**config.mk**
```make
export PLATFORM = sky130hd
export DESIGN_NAME = counter_ctrl
export DESIGN_NICKNAME = d
export VERILOG_FILES = /design/src/rtl/counter_ctrl_pkg.sv /design/src/rtl/counter_ctrl_tick.sv /design/src/rtl/counter_ctrl.sv
export SDC_FILE = /design/constraint.sdc
export NUM_CORES = 1
export LEC_CHECK = 0
export CAP_MARGIN = 20
export CORE_MARGIN = 1
export CORE_UTILIZATION = 61
export CTS_CLUSTER_DIAMETER = 60
export DETAILED_ROUTE_END_ITERATION = 7
export GPL_TIMING_DRIVEN = 1
export HOLD_SLACK_MARGIN = 0.15
export PLACE_DENSITY_LB_ADDON = 0.15
export SYNTH_ARGS = -nofsm -noshare
export SYNTH_HDL_FRONTEND = slang
export SYNTH_SLANG_ARGS = --single-unit
```
**constraint.sdc**
```tcl
create_clock -name CLOCK_50 -period 3 [get_ports CLOCK_50]
set_input_delay 0.45 -clock CLOCK_50 [delete_from_list [all_inputs] [get_ports CLOCK_50]]
set_output_delay 0.45 -clock CLOCK_50 [all_outputs]
set_load 0.05 [all_outputs]
```
**src/rtl/counter_ctrl_pkg.sv**
```systemverilog
// -----------------------------------------------------------------------------
// counter_ctrl_pkg
// Shared types and defaults for the LED counter run-control sequencer.
//   state_t       : sequencer states (IDLE, RUN, HOLD, DONE)
//   DIV_DEFAULT   : board clock cycles per count step (50 MHz -> 1 Hz)
//   WIDTH_DEFAULT : count / limit / LED width
// -----------------------------------------------------------------------------
package counter_ctrl_pkg;

    typedef enum logic [1:0] {
        ST_IDLE = 2'd0,
        ST_RUN  = 2'd1,
        ST_HOLD = 2'd2,
        ST_DONE = 2'd3
    } state_t;

    localparam int DIV_DEFAULT   = 50_000_000;
    localparam int WIDTH_DEFAULT = 4;

endpackage : counter_ctrl_pkg

```
**src/rtl/counter_ctrl_tick.sv**
```systemverilog
// -----------------------------------------------------------------------------
// tick_gen
// Prescaler producing a one-cycle count-enable tick every DIV enabled cycles.
//   clk   : system clock
//   rst_n : asynchronous active-low reset (already release-synchronised)
//   clr   : synchronous clear of the prescaler (highest priority)
//   en    : advance the prescaler this cycle; when low the value is frozen
//   tick  : high in the enabled cycle in which the prescaler wraps at DIV-1
// -----------------------------------------------------------------------------
module tick_gen #(
    parameter int DIV = 4
) (
    input  logic clk,
    input  logic rst_n,
    input  logic clr,
    input  logic en,
    output logic tick
);
    localparam int CW = (DIV > 1) ? $clog2(DIV) : 1;
    localparam logic [CW-1:0] LAST = CW'(DIV - 1);

    logic [CW-1:0] cnt_q;
    logic [CW-1:0] cnt_d;

    always_comb begin
        cnt_d = cnt_q;
        if (clr) begin
            cnt_d = '0;
        end else if (en) begin
            cnt_d = (cnt_q == LAST) ? '0 : cnt_q + CW'(1);
        end
    end

    // The wrap cycle itself is the tick, so the step lands on the wrap edge.
    assign tick = en && !clr && (cnt_q == LAST);

    always_ff @(posedge clk or negedge rst_n) begin
        if (!rst_n) begin
            cnt_q <= '0;
        end else begin
            cnt_q <= cnt_d;
        end
    end

endmodule : tick_gen

```
**src/rtl/counter_ctrl.sv**
```systemverilog
// -----------------------------------------------------------------------------
// counter_ctrl
// Run-control sequencer for the LED counter: steps COUNT up or down between 0
// and a latched LIMIT once every DIV cycles of CLOCK_50, with start, hold,
// clear and completion signalling. All state is on CLOCK_50.
//   CLOCK_50 : system clock          RST_N : async active-low reset
//   START    : 1-cycle (re)start     HOLD  : level, freezes a run
//   CLEAR    : 1-cycle abort to IDLE UP    : direction, sampled on START
//   LIMIT    : terminal magnitude, sampled on START
//   COUNT    : current count         LED   : ~COUNT (active-low LEDs)
//   BUSY     : high in RUN / HOLD    DONE  : completion flag
// Build option COUNTER_CTRL_AUTORELOAD_EN: when defined, reaching the terminal
// value reloads the start value, stays in RUN and pulses DONE for one cycle;
// when undefined, the run stops in DONE with DONE held high.
// -----------------------------------------------------------------------------
module counter_ctrl
    import counter_ctrl_pkg::*;
#(
    parameter int DIV   = DIV_DEFAULT,
    parameter int WIDTH = WIDTH_DEFAULT
) (
    input  logic             CLOCK_50,
    input  logic             RST_N,
    input  logic             START,
    input  logic             HOLD,
    input  logic             CLEAR,
    input  logic             UP,
    input  logic [WIDTH-1:0] LIMIT,
    output logic [WIDTH-1:0] COUNT,
    output logic [WIDTH-1:0] LED,
    output logic             BUSY,
    output logic             DONE
);
    // Reset asserts immediately; release passes through two flops so every
    // register leaves reset on the same clock edge.
    logic [1:0] rst_sync_q;
    logic [1:0] rst_sync_d;
    logic       rst_int_n;

    assign rst_sync_d = {rst_sync_q[0], 1'b1};
    assign rst_int_n  = rst_sync_q[1];

    always_ff @(posedge CLOCK_50 or negedge RST_N) begin
        if (!RST_N) begin
            rst_sync_q <= 2'b00;
        end else begin
            rst_sync_q <= rst_sync_d;
        end
    end

    state_t           state_q, state_d;
    logic [WIDTH-1:0] count_q, count_d;
    logic [WIDTH-1:0] limit_q, limit_d;
    logic             up_q, up_d;
    logic             busy_q, busy_d;
    logic             done_q, done_d;

    logic             active;
    logic             tick;
    logic [WIDTH-1:0] terminal;
    logic [WIDTH-1:0] reload_val;

    // HOLD state with HOLD released behaves like RUN in that same cycle, so
    // the prescaler loses no cycles beyond those actually held.
    assign active = ((state_q == ST_RUN) || (state_q == ST_HOLD)) &&
                    !HOLD && !START && !CLEAR;

    tick_gen #(
        .DIV (DIV)
    ) u_tick (
        .clk   (CLOCK_50),
        .rst_n (rst_int_n),
        .clr   (CLEAR | START),
        .en    (active),
        .tick  (tick)
    );

    assign terminal   = up_q ? limit_q : '0;
    assign reload_val = up_q ? '0 : limit_q;

    always_comb begin
        state_d = state_q;
        count_d = count_q;
        limit_d = limit_q;
        up_d    = up_q;
        done_d  = 1'b0;

        if (CLEAR) begin
            state_d = ST_IDLE;
            count_d = '0;
        end else if (START) begin
            up_d    = UP;
            limit_d = LIMIT;
            count_d = UP ? '0 : LIMIT;
            state_d = ST_RUN;
        end else begin
            case (state_q)
                ST_RUN, ST_HOLD: begin
                    if (HOLD) begin
                        state_d = ST_HOLD;
                    end else begin
                        state_d = ST_RUN;
                        if (tick) begin
                            if (count_q == terminal) begin
`ifdef COUNTER_CTRL_AUTORELOAD_EN
                                count_d = reload_val;
                                done_d  = 1'b1;
`else
                                state_d = ST_DONE;
`endif
                            end else if (up_q) begin
                                count_d = count_q + WIDTH'(1);
                            end else begin
                                count_d = count_q - WIDTH'(1);
                            end
                        end
                    end
                end
                default: ;
            endcase
        end

`ifndef COUNTER_CTRL_AUTORELOAD_EN
        done_d = (state_d == ST_DONE);
`endif
        busy_d = (state_d == ST_RUN) || (state_d == ST_HOLD);
    end

`ifndef COUNTER_CTRL_AUTORELOAD_EN
    // Only the autoreload build needs the reload value.
    logic unused_reload;
    assign unused_reload = ^reload_val;
`endif

    always_ff @(posedge CLOCK_50 or negedge rst_int_n) begin
        if (!rst_int_n) begin
            state_q <= ST_IDLE;
            count_q <= '0;
            limit_q <= '0;
            up_q    <= 1'b1;
            busy_q  <= 1'b0;
            done_q  <= 1'b0;
        end else begin
            state_q <= state_d;
            count_q <= count_d;
            limit_q <= limit_d;
            up_q    <= up_d;
            busy_q  <= busy_d;
            done_q  <= done_d;
        end
    end

    assign COUNT = count_q;
    assign LED   = ~count_q;
    assign BUSY  = busy_q;
    assign DONE  = done_q;

endmodule : counter_ctrl

```
==> reports/qor.yml, run 1 <==
outcome: "finished clean"
crit_path_start_kind: "flop"
synthArstFlopShare_pct: 100.0
synth_top_area_share_pct: 40.00
initial_utilization_pct: 65.88
ys_types: 59
clock_latency_ns: 0.30
clock_path_buffers: 2
tns_ns: 0
crit_arrival_ns: 2.53
post_drt_wl_per_cell_um: 17.04
hold_viol: 0
die_h_um: 66.05
min_period_over_period_pct: 77.96
critPathLaunch: "u_tick.cnt_q[3]$_DFFE_PN0P_"
reg2reg_to: "BUSY$_DFF_PN0_"
cts_buffers: 5
ios: 20
seq_area_frac_synth_pct: 41.05
netlist_top_cells_count: "dfrtp_1 (40), nand2_1 (24), nor2_1 (21)"
grt_overflow_total: 0
r2r-start: "u_tick.cnt_q[3]$_DFFE_PN0P_"
first_global_vias: 2154
multi_input_area_um2: 1374
grt_pass1_wl_mm: 9.956
cts_resized: 0
vias: 2247
ff2ff_path_depth: 7
antenna_found_initial: 0
ys_ff_latch: 41
dieArea_um2: 4363
tightestPinTransition_ns: 0.8684
design.core.area_um2: 3799
netlist_top_cells_area: "dfrtp_1 (40%), nand2_1 (3.6%), a21oi_1 (3.4%)"
finalSetupViolations: 0
vdd_drop_max_v: 0.0003411
synth_most_common_cell: "dfrtp_1"
cp-endpoint: "BUSY$_DFF_PN0_"
dp_slack_ns: 0.6240
p_per_area_nw_per_um2: 438.0
reg2reg_slack_ns: 0.66
p_leak_nw: 1.090
worstPathRequired_ns: 3.19
criticalPathCategory: "flop to flop"
grt_max_degree: 32
synth-edff-count: 0
tritoncts: "done"
maxCapViolCount: 0
drcViolationCount: 0
rsz0062_at_grt: "false"
area_delta_synth_final_pct: 14.15
layout-drive-gt1-share_pct: 10.24
finalClockSkew_ns: 0.009609
h-tree-depth: 2
grt.total_usage_pct: 30.20
netlist_area_um2: 2502
drt_iter0_markers: 224
dp_hpwl_mm: 4.091
avgViaCountPerCell: 6.589
seq_area_um2: 1027
cts_root_buffer: "clkbuf_8"
clk_pin_slew_ns: 0.08
antenna_cells: 0
gp_congestion: 0.8296
finalWirelength_mm: 5.810
p_total_mw: 1.251
synthFlopType: "dfrtp_1"
rows: 22
worstSetupEndpointType: "flop"
fill_cells: 263
ant_nets: 0
yosysWarnings: 0
worst_hold_slack_ns: 0.3017
path_max_fanout: 11
hold_buffers: 0
clock-sinks: 41
drt_first_pass_iters: 5
cts_setup_buffers: 0
max-slew-margin-rel_pct: 42.11
synth_area_leader_cell: "dfrtp_1"
syn_nets: 289
hold_path.class: "input pin to asynchronous set/reset pin"
avgSynthCellArea_um2: 9.133
period_minus_slack_ns: 2.339
setup_slack_ns: 0.6613
nNetsFinal: 307
portBuffers: 19
fmax_mhz: 427.6
die_x_um: 66.05
synthesis.instances: 274
slew_viol_final: 0
worst min-delay path by stage:
| stage | start | endpoint | slack [ns] | depth (start not counted) |
|---|---|---|---|---|
| 2_1_floorplan | RST_N | rst_sync_q[0]$_DFF_PN0_ | 0.15 | 0 |
| 5_1_grt | RST_N | rst_sync_q[0]$_DFF_PN0_ | 0.30 | 1 |
| 3_3_place_gp | rst_sync_q[0]$_DFF_PN0_ | rst_sync_q[1]$_DFF_PN0_ | 0.34 | 0 |
| 4_1_cts | RST_N | rst_sync_q[0]$_DFF_PN0_ | 0.30 | 1 |
| 3_5_place_dp | rst_sync_q[0]$_DFF_PN0_ | rst_sync_q[1]$_DFF_PN0_ | 0.34 | 0 |
| 6_report | RST_N | rst_sync_q[0]$_DFF_PN0_ | 0.30 | 1 |
worst max-delay path, cell delays in order, from the launching register on:
cell and delay, ns:
dfrtp_1 0.40, nand3_1 0.39, nor4_4 0.36, buf_4 0.20
and2_1 0.16, o22ai_1 0.08, a221oi_1 0.32, ha_1 0.31
flip-flops by register name, summed over array words and instances (netlist names):
| name | flops |
|---|---|
| u_tick.cnt_q | 26 |
| up_q | 1 |
| limit_q | 4 |
| DONE | 1 |
| COUNT | 4 |
| BUSY | 1 |
| state_q | 2 |
| rst_sync_q | 2 |
report_power, final:
group	switching (mW)	total (mW)	internal, mW
logic	0.118	0.194	0.0760
registers	0.0285	0.600	0.572
clock network	0.207	0.456	0.249
kinds of logic (layout without fill, tap and decap cells):
logic type	Yosys count	count (layout)	share of synthesized area, %
compound gates	67	67	17.90
xor+xnor	9	9	3.150
fa+ha+maj	6	6	3.200
flops	41	41	41.05
simple gates	119	119	27.90
other cells	1	1	0.1499
buf+inv	25	44	4.050
mux	6	6	2.600
layer usage:
metal | global-route usage [%] | wire, um | vias up | share of wire, %
li1 | - | - | 1062 | -
met1 | 41.00 | 2628 | 1085 | 45
met2 | 47.07 | 2717 | 91 | 47
met3 | 5.690 | 364 | 9 | 6.3
met4 | 12.77 | 99 | 0 | 1.7
met5 | 0 | 0 | - | 0
area by class of cell:
class,count,area share [%]
multi-input combinational,208,48.09
sequential,41,35.96
timing repair buffer,26,8.498
clock buffer,5,2.409
tap,48,2.102
clock inverter,3,1.621
inverter,10,1.314
per-stage QoR:
step | instance area (um^2) | util [%] | instances
after floorplan | 2502 | - | 274
after global routing | 2856 | 75.20 | 341
after detailed placement | 2741 | 72.17 | 333
final | 2856 | 75.20 | 341
after CTS | 2856 | 75.20 | 341
after global placement | 2741 | 72.17 | 333
layout by cell type, fill, tap and decap left out, drive strengths merged, types with 2 or more instances in the layout:
master	instances
a21o	4
a21oi	17
a311oi	2
a31o	2
a32o	7
a32oi	4
and2	3
and3	5
buf	7
clkbuf	5
clkdlybuf4s50	19
dfrtp	40
ha	4
inv	10
mux2	4
mux2i	2
nand2	24
nand3	14
nand3b	2
nand4	13
nand4b	2
nor2	21
nor2b	3
nor3	7
nor3b	3
nor4	7
o211ai	2
o21ai	17
o22ai	4
or2	3
or3	2
or4	5
xnor2	6
xor2	3
(Power assumes the default switching activity.)
==> run 2, diff against run 1 <==
CORE_UTILIZATION = 52   (was 61)
clock period = 1.9 ns   (was 3 ns; I/O delays follow)
==> run 2 against run 1 <==
Effect of this change:
- the run now ends with design-rule violations, negative setup slack left
- via count rose by 10%
- wire length grew 18%
- global-route usage down 2.3 points
- sequential power increased by 57%
- sequential share of layout area decreased by 5.1 points
- first-iteration DRC count decreased by 21%
- total power up 65%
- clock-buffer cell count is 2 higher
- clock power rose by 65%
- clock skew decreased by 0.0029 ns
- largest cell class unchanged
==> reports/qor.yml, run 2 (synthesized netlist as in run 1, its figures left out) <==
outcome: "complete, but fails checks"
violations: "design-rule violations, negative setup slack"
initial_utilization_pct: 55.93  # -9.9 points
antenna_cells: 0  # unchanged
final_design_area_no_fill_um2: 3348  # +17%
p_clk_share_pct: 36.4  # about the same
worstPathRequired_ns: 2.13  # -1.06 ns
placed_cell_area_um2: 3098  # +13%
fill_cells: 314  # +19%
grt.total_usage_pct: 27.93  # -2.3 points
swShare_pct: 27.84  # -0.49 points
ant_nets: 0  # unchanged
nNetsFinal: 357  # +16%
pwr-share-seq_pct: 45.7  # -2.3 points
finalWirelength_mm: 6.850  # +18%
instances_no_fill: 395  # +16%
die_h_um: 71.37  # +8.1%
worstSetupEndpointType: "flop"
rsz0062_at_grt: "true"
placed_cells: 378  # +14%
clock-sinks: 41  # unchanged
slew_viol_final: 0  # unchanged
p_int_mw: 1.488  # +66%
grt_pass1_wl_mm: 11.14  # +12%
clock_path_buffers: 2  # unchanged
grt_overflow_total: 0  # unchanged
portBuffers: 19  # unchanged
die_x_um: 71.37  # +8.1%
hold_viol: 0  # unchanged
regMostFlops: "u_tick.cnt_q"
setup_slack_ns: -0.01778  # -0.6790 ns
reg2reg_slack_ns: -0.02  # -0.68 ns
tritoncts: "done"
drcViolationCount: 1  # +1
tightestPinTransition_ns: 0.5132  # -0.3552 ns
final_common_cell: "buf_4"
first_global_vias: 2341  # +8.7%
p_per_area_nw_per_um2: 615.7  # +41%
dp_hpwl_mm: 4.626  # +13%
min_period_over_period_pct: 100.9  # +23 points
h-tree-depth: 2  # unchanged
crit_arrival_ns: 2.15  # -0.38 ns
finalClockSkew_ns: 0.006661  # -0.002948 ns
p_leak_nw: 1.361  # +25%
design.core.area_um2: 4474  # +18%
crit_path_start_kind: "flop"
vias: 2475  # +10%
period_minus_slack_ns: 1.918  # -0.4210 ns
vdd_drop_max_v: 0.0004511  # +32%
power.switching_mw: 0.5738  # +62%
drt_first_pass_iters: 7  # +2
avgViaCountPerCell: 6.266  # -4.9%
hold_path.class: "flop to asynchronous set/reset pin"
clock_latency_ns: 0.30  # about the same
grt_max_degree: 40  # +25%
cts_root_buffer: "clkbuf_8"
dieArea_um2: 5094  # +17%
gp_congestion: 0.9854  # +19%
largest_register_ffs: 26  # unchanged
cts_buffers: 5  # unchanged
clk_pin_slew_ns: 0.08  # about the same
path_max_fanout: 8  # -3
area_delta_synth_final_pct: 33.80
mostFrequentLayoutCells: "buf_4 (61), dfrtp_1 (34), nand2_1 (22), nor2_1 (21), a21oi_1 (16)"
max-slew-margin-rel_pct: 65.79  # +24 points
layout-drive-gt1-share_pct: 31.20  # +21 points
antenna_found_initial: 0  # unchanged
post_drt_wl_per_cell_um: 17.34  # +1.8%
combPwrFrac_pct: 17.9  # +2.4 points
finalSetupViolations: 2  # +2
criticalPathCategory: "flop to flop"
drt_iter0_markers: 178  # -21%
rows: 24  # +9.1%
maxCapViolCount: 0  # unchanged
fmax_mhz: 521.4  # +22%
ios: 20  # unchanged
-- run 2: repair_timing --
item	in CTS	in global routing
gates resized for setup	2	12
pin swaps	3	5
buffers inserted	3	5
hold buffers	1	0
endpoints found under the setup margin	3	19
hold endpoints to repair	2	0
-- run 2: per-layer routing --
metal  GRT usage (%)  vias up  share of wire, %
li1                -     1164                 -
met1           38.41     1201                44
met2           44.76      100                48
met3           5.626       10               6.9
met4           8.444        0               1.2
met5               0        -                 0
-- run 2: worst max-delay path, stage by stage, from the launching register on --
cell and delay (ns):
dfrtp_1 0.42, nand4_1 0.15, and4b_1 0.25, buf_4 0.19, a21o_4 0.26, or4_1 0.48
o21ai_1 0.10
-- run 2: final timing paths --
kind,start,endpoint,cells after the start
setup / recovery,u_tick.cnt_q[22]$_DFFE_PN0P_,u_tick.cnt_q[11]$_DFFE_PN0P_,6
hold / removal,rst_sync_q[1]$_DFF_PN0_,u_tick.cnt_q[6]$_DFFE_PN0P_,1
setup reg to reg,u_tick.cnt_q[22]$_DFFE_PN0P_,u_tick.cnt_q[11]$_DFFE_PN0P_,6
hold reg to reg,rst_sync_q[1]$_DFF_PN0_,u_tick.cnt_q[6]$_DFFE_PN0P_,1
max in group asynchronous,RST_N,rst_sync_q[1]$_DFF_PN0_,2
min in group CLOCK_50,rst_sync_q[0]$_DFF_PN0_,rst_sync_q[1]$_DFF_PN0_,0
-- run 2: through the flow --
stage	TNS (ns)	power, mW	hold WS (ns)	util (%)	setup WS (ns)
global route	-0.6452	2.122	0.3668	74.83	-0.09317
finish	-0.03333	2.062	0.3009	74.83	-0.01778
floorplan	-0.2406	1.172	-0.01059	-	-0.1359
detailed placement	-0.1506	1.305	0.3182	69.24	-0.03434
global placement	-0.06703	1.297	0.3138	69.24	-0.02074
CTS	0	2.044	0.3226	72.90	0.002571
-- run 2: layout make-up --
cell class / count / area [um^2] / area share [%]
Clock buffer: 7 / 86.33 / 2.578
Clock inverter: 1 / 30.03 / 0.8969
Inverter: 10 / 52.55 / 1.570
Multi-Input combinational cell: 208 / 1471 / 43.95
Sequential cell: 41 / 1035 / 30.90
Tap cell: 52 / 65.06 / 1.943
Timing Repair Buffer: 76 / 608.1 / 18.16
-- run 2: power groups by stage --
| stage | clock network (mW) | logic (mW) | registers (mW) |
|---|---|---|---|
| 4_1_cts | 0.748 | 0.355 | 0.941 |
| 3_5_place_dp | 0 | 0.345 | 0.960 |
| 5_1_grt | 0.779 | 0.397 | 0.946 |
| 3_3_place_gp | 0 | 0.339 | 0.958 |
| 2_1_floorplan | 0 | 0.181 | 0.991 |
| 6_report | 0.751 | 0.368 | 0.942 |
==> run 3, diff against run 2 <==
CTS_CLUSTER_SIZE = 24   (was unset)
MAX_ROUTING_LAYER = met4   (was unset)
SYNTH_HIERARCHICAL = 1   (was unset)
==> run 3 against run 2 <==
Effect of this change:
- the run ends with negative setup slack left
- global-route usage rose by 2.2 points
- synthesized area rose by 0.65%
- sequential share of layout area fell by 2.0 points
- critical path depth rose by 2
==> reports/qor.yml, run 3 <==
synthFlopType: "dfrtp_1"
gp_congestion: 0.9326  # -5.4%
clock_latency_ns: 0.29  # about the same
tritoncts: "done"
vdd_drop_max_v: 0.0004205  # -6.8%
outcome: "complete, but fails checks"
worstSetupEndpointType: "flop"
grt.total_usage_pct: 30.12  # +2.2 points
mostFrequentLayoutCells: "buf_4 (71), dfrtp_1 (40), nor2_1 (25), nand2_1 (20), a21oi_1 (14)"
antenna_found_initial: 0  # unchanged
first_global_vias: 2463  # +5.2%
synth_most_common_cell: "dfrtp_1"
netlist_area_um2: 2519  # +0.65%
die_x_um: 71.60  # +0.32%
synth_area_leader_cell: "dfrtp_1"
tightestPinTransition_ns: 0.5024  # -0.01083 ns
max-slew-margin-rel_pct: 66.40  # +0.62 points
ff2ff_path_depth: 8  # +2
synth-edff-count: 0  # unchanged
synthArstFlopShare_pct: 100.0  # unchanged
setup_slack_ns: -0.4764  # -0.4587 ns
slew_viol_final: 0  # unchanged
multi_input_area_um2: 1504  # +2.2%
ios: 20  # unchanged
area_delta_synth_final_pct: 41.03
regMostFlops: "u_tick/cnt_q"
initial_utilization_pct: 55.92  # about the same
vias: 2540  # +2.6%
worstPathRequired_ns: 2.07  # -0.06 ns
layout-drive-gt1-share_pct: 34.07  # +2.9 points
post_drt_wl_per_cell_um: 17.39  # +0.26%
cts_root_buffer: "clkbuf_8"
finalWirelength_mm: 7.233  # +5.6%
rsz0062_at_grt: "true"
hold_viol: 0  # unchanged
worstPathCellList: "or4_4 -> nor4_4 -> buf_4 -> nand2_4 -> nor3_4 -> nand2_2 -> o21ba_4 -> mux2_4"
final_common_cell: "buf_4"
criticalPathCategory: "flop to flop"
synthesis.instances: 275  # +0.36%
grt_pass1_wl_mm: 11.69  # +5.0%
ant_nets: 0  # unchanged
clock_path_buffers: 2  # unchanged
path_depth: 8  # +2
avgSynthCellArea_um2: 9.159  # +0.28%
die_h_um: 71.60  # +0.32%
clk_pin_slew_ns: 0.07  # about the same
r2r-start: "u_tick/cnt_q[11]$_DFFE_PN0P_"
design.core.area_um2: 4504  # +0.67%
hold_path.class: "flop to asynchronous set/reset pin"
reg2reg_slack_ns: -0.48  # -0.46 ns
finalSetupViolations: 28  # +26
ys_ff_latch: 41  # unchanged
portBuffers: 19  # unchanged
synth_top_area_share_pct: 39.74  # -0.26 points
yosysWarnings: 6  # +6
dieArea_um2: 5126  # +0.63%
finalClockSkew_ns: 0.004416  # -0.002245 ns
min_period_over_period_pct: 125.1  # +24 points
crit_path_start_kind: "flop"
h-tree-depth: 2  # unchanged
netlist_top_cells_area: "dfrtp_1 (40%), nor2_1 (3.7%), nand2_1 (3.4%)"
slowest_delay_ns: 0.57  # +0.09 ns
clock-sinks: 41  # unchanged
ys_types: 55  # -6.8%
syn_nets: 290  # +0.35%
grt_overflow_total: 0  # unchanged
fill_cells: 307  # -2.2%
fmax_mhz: 420.8  # -19%
maxCapViolCount: 0  # unchanged
p_leak_nw: 1.548  # +14%
p_per_area_nw_per_um2: 544.6  # -12%
finalCoreUtilization_pct: 78.86  # +4.0 points
cp_slowest_cell: "or4_4"
drt_first_pass_iters: 5  # -2
seq_area_um2: 1027  # -0.72%
largest_register_ffs: 26  # unchanged
antenna_cells: 0  # unchanged
drt_iter0_markers: 153  # -14%
worst_hold_slack_ns: 0.3084  # +0.007512 ns
reg2reg_to: "COUNT[0]$_DFFE_PN0P_"
grt_max_degree: 38  # -5.0%
violations: "negative setup slack"
drcViolationCount: 0  # -1
rows: 24  # unchanged
avgViaCountPerCell: 6.106  # -2.6%
cp_top_family: "simple AND/OR/NAND/NOR gates"
cts_buffers: 5  # unchanged
crit_arrival_ns: 2.55  # +0.40 ns
seq_area_frac_synth_pct: 40.78  # -0.27 points
nNetsFinal: 379  # +6.2%
dp_hpwl_mm: 4.757  # +2.8%
path_max_fanout: 3  # -5
netlist_top_cells_count: "dfrtp_1 (40), nor2_1 (25), nand2_1 (23)"
period_minus_slack_ns: 2.376  # +0.4587 ns
cp_num_buf_inv: 1  # unchanged
## run 3: repair_timing
action	in CTS	in global routing
setup buffers	6	6
hold buffers	2	0
pin swaps	12	17
endpoints found under the setup margin	28	33
gates resized for setup	22	18
hold endpoints to repair	3	0
## run 3: layout make-up
cell class,instances,share of cell area [%]
repair buffers,96,23.21
multi-input cells,208,42.34
inverters,12,1.268
flip-flops and latches,41,28.92
clock buffers,7,2.430
well taps,52,1.832
## run 3: how the worst max path moves through the flow
stage	from	endpoint
after CTS	u_tick/cnt_q[18]$_DFFE_PN0P_	COUNT[2]$_DFFE_PN0P_
final	u_tick/cnt_q[11]$_DFFE_PN0P_	COUNT[0]$_DFFE_PN0P_
after global placement	CLEAR	u_tick/cnt_q[9]$_DFFE_PN0P_
after detailed placement	CLEAR	u_tick/cnt_q[25]$_DFFE_PN0P_
after global routing	u_tick/cnt_q[11]$_DFFE_PN0P_	COUNT[3]$_DFFE_PN0P_
after floorplan	u_tick/cnt_q[18]$_DFFE_PN0P_	COUNT[0]$_DFFE_PN0P_
## run 3: worst reg2reg max path: stages (launching register included)
cell     delay (ns)
dfrtp_1        0.38
or4_4          0.57
nor4_4         0.31
buf_4          0.17
nand2_4        0.05
nor3_4         0.16
nand2_2        0.11
o21ba_4        0.23
mux2_4         0.29
## run 3: through the flow
step                worst slack [ns]  cells  setup TNS, ns  cell area, um^2  power (mW)
floorplan                    -0.4910    275         -3.027             2545       1.210
finish                       -0.4764    416         -6.381             3552       1.934
CTS                          -0.3861    414         -4.287             3473       1.944
detailed placement           -0.4594    399         -10.58             3248       1.362
global route                 -0.5404    416         -8.426             3552       2.016
global placement             -0.3817    399         -8.180             3248       1.348
## run 3: power by group
part           switching [mW]  internal [mW]  total (mW)
Clock                   0.285          0.288       0.573
Combinational           0.237          0.178       0.415
Sequential             0.0403          0.906       0.946
Total                   0.562           1.37        1.93
## run 3: logic make-up (layout without fill, tap and decap cells)
family	count (synthesis)	count (layout)	synth area share, %
AOI/OAI and AO/OA	66	66	17.09
xor gates and xnor gates	8	8	2.782
adders and majority gates	6	6	3.179
buffers and inverters	26	115	4.322
DFF	41	41	40.79
muxes	8	8	3.974
other	1	1	0.1489
and+or+nand+nor	119	119	27.72
## run 3: layer usage
layer  GRT usage (%)  vias up  wire (um)
met4           10.89        0        114
met1           39.51     1255       3149
met3           4.501       12        279
met2           47.83       70       3689
li1                -     1203          -
met5               -        -          0
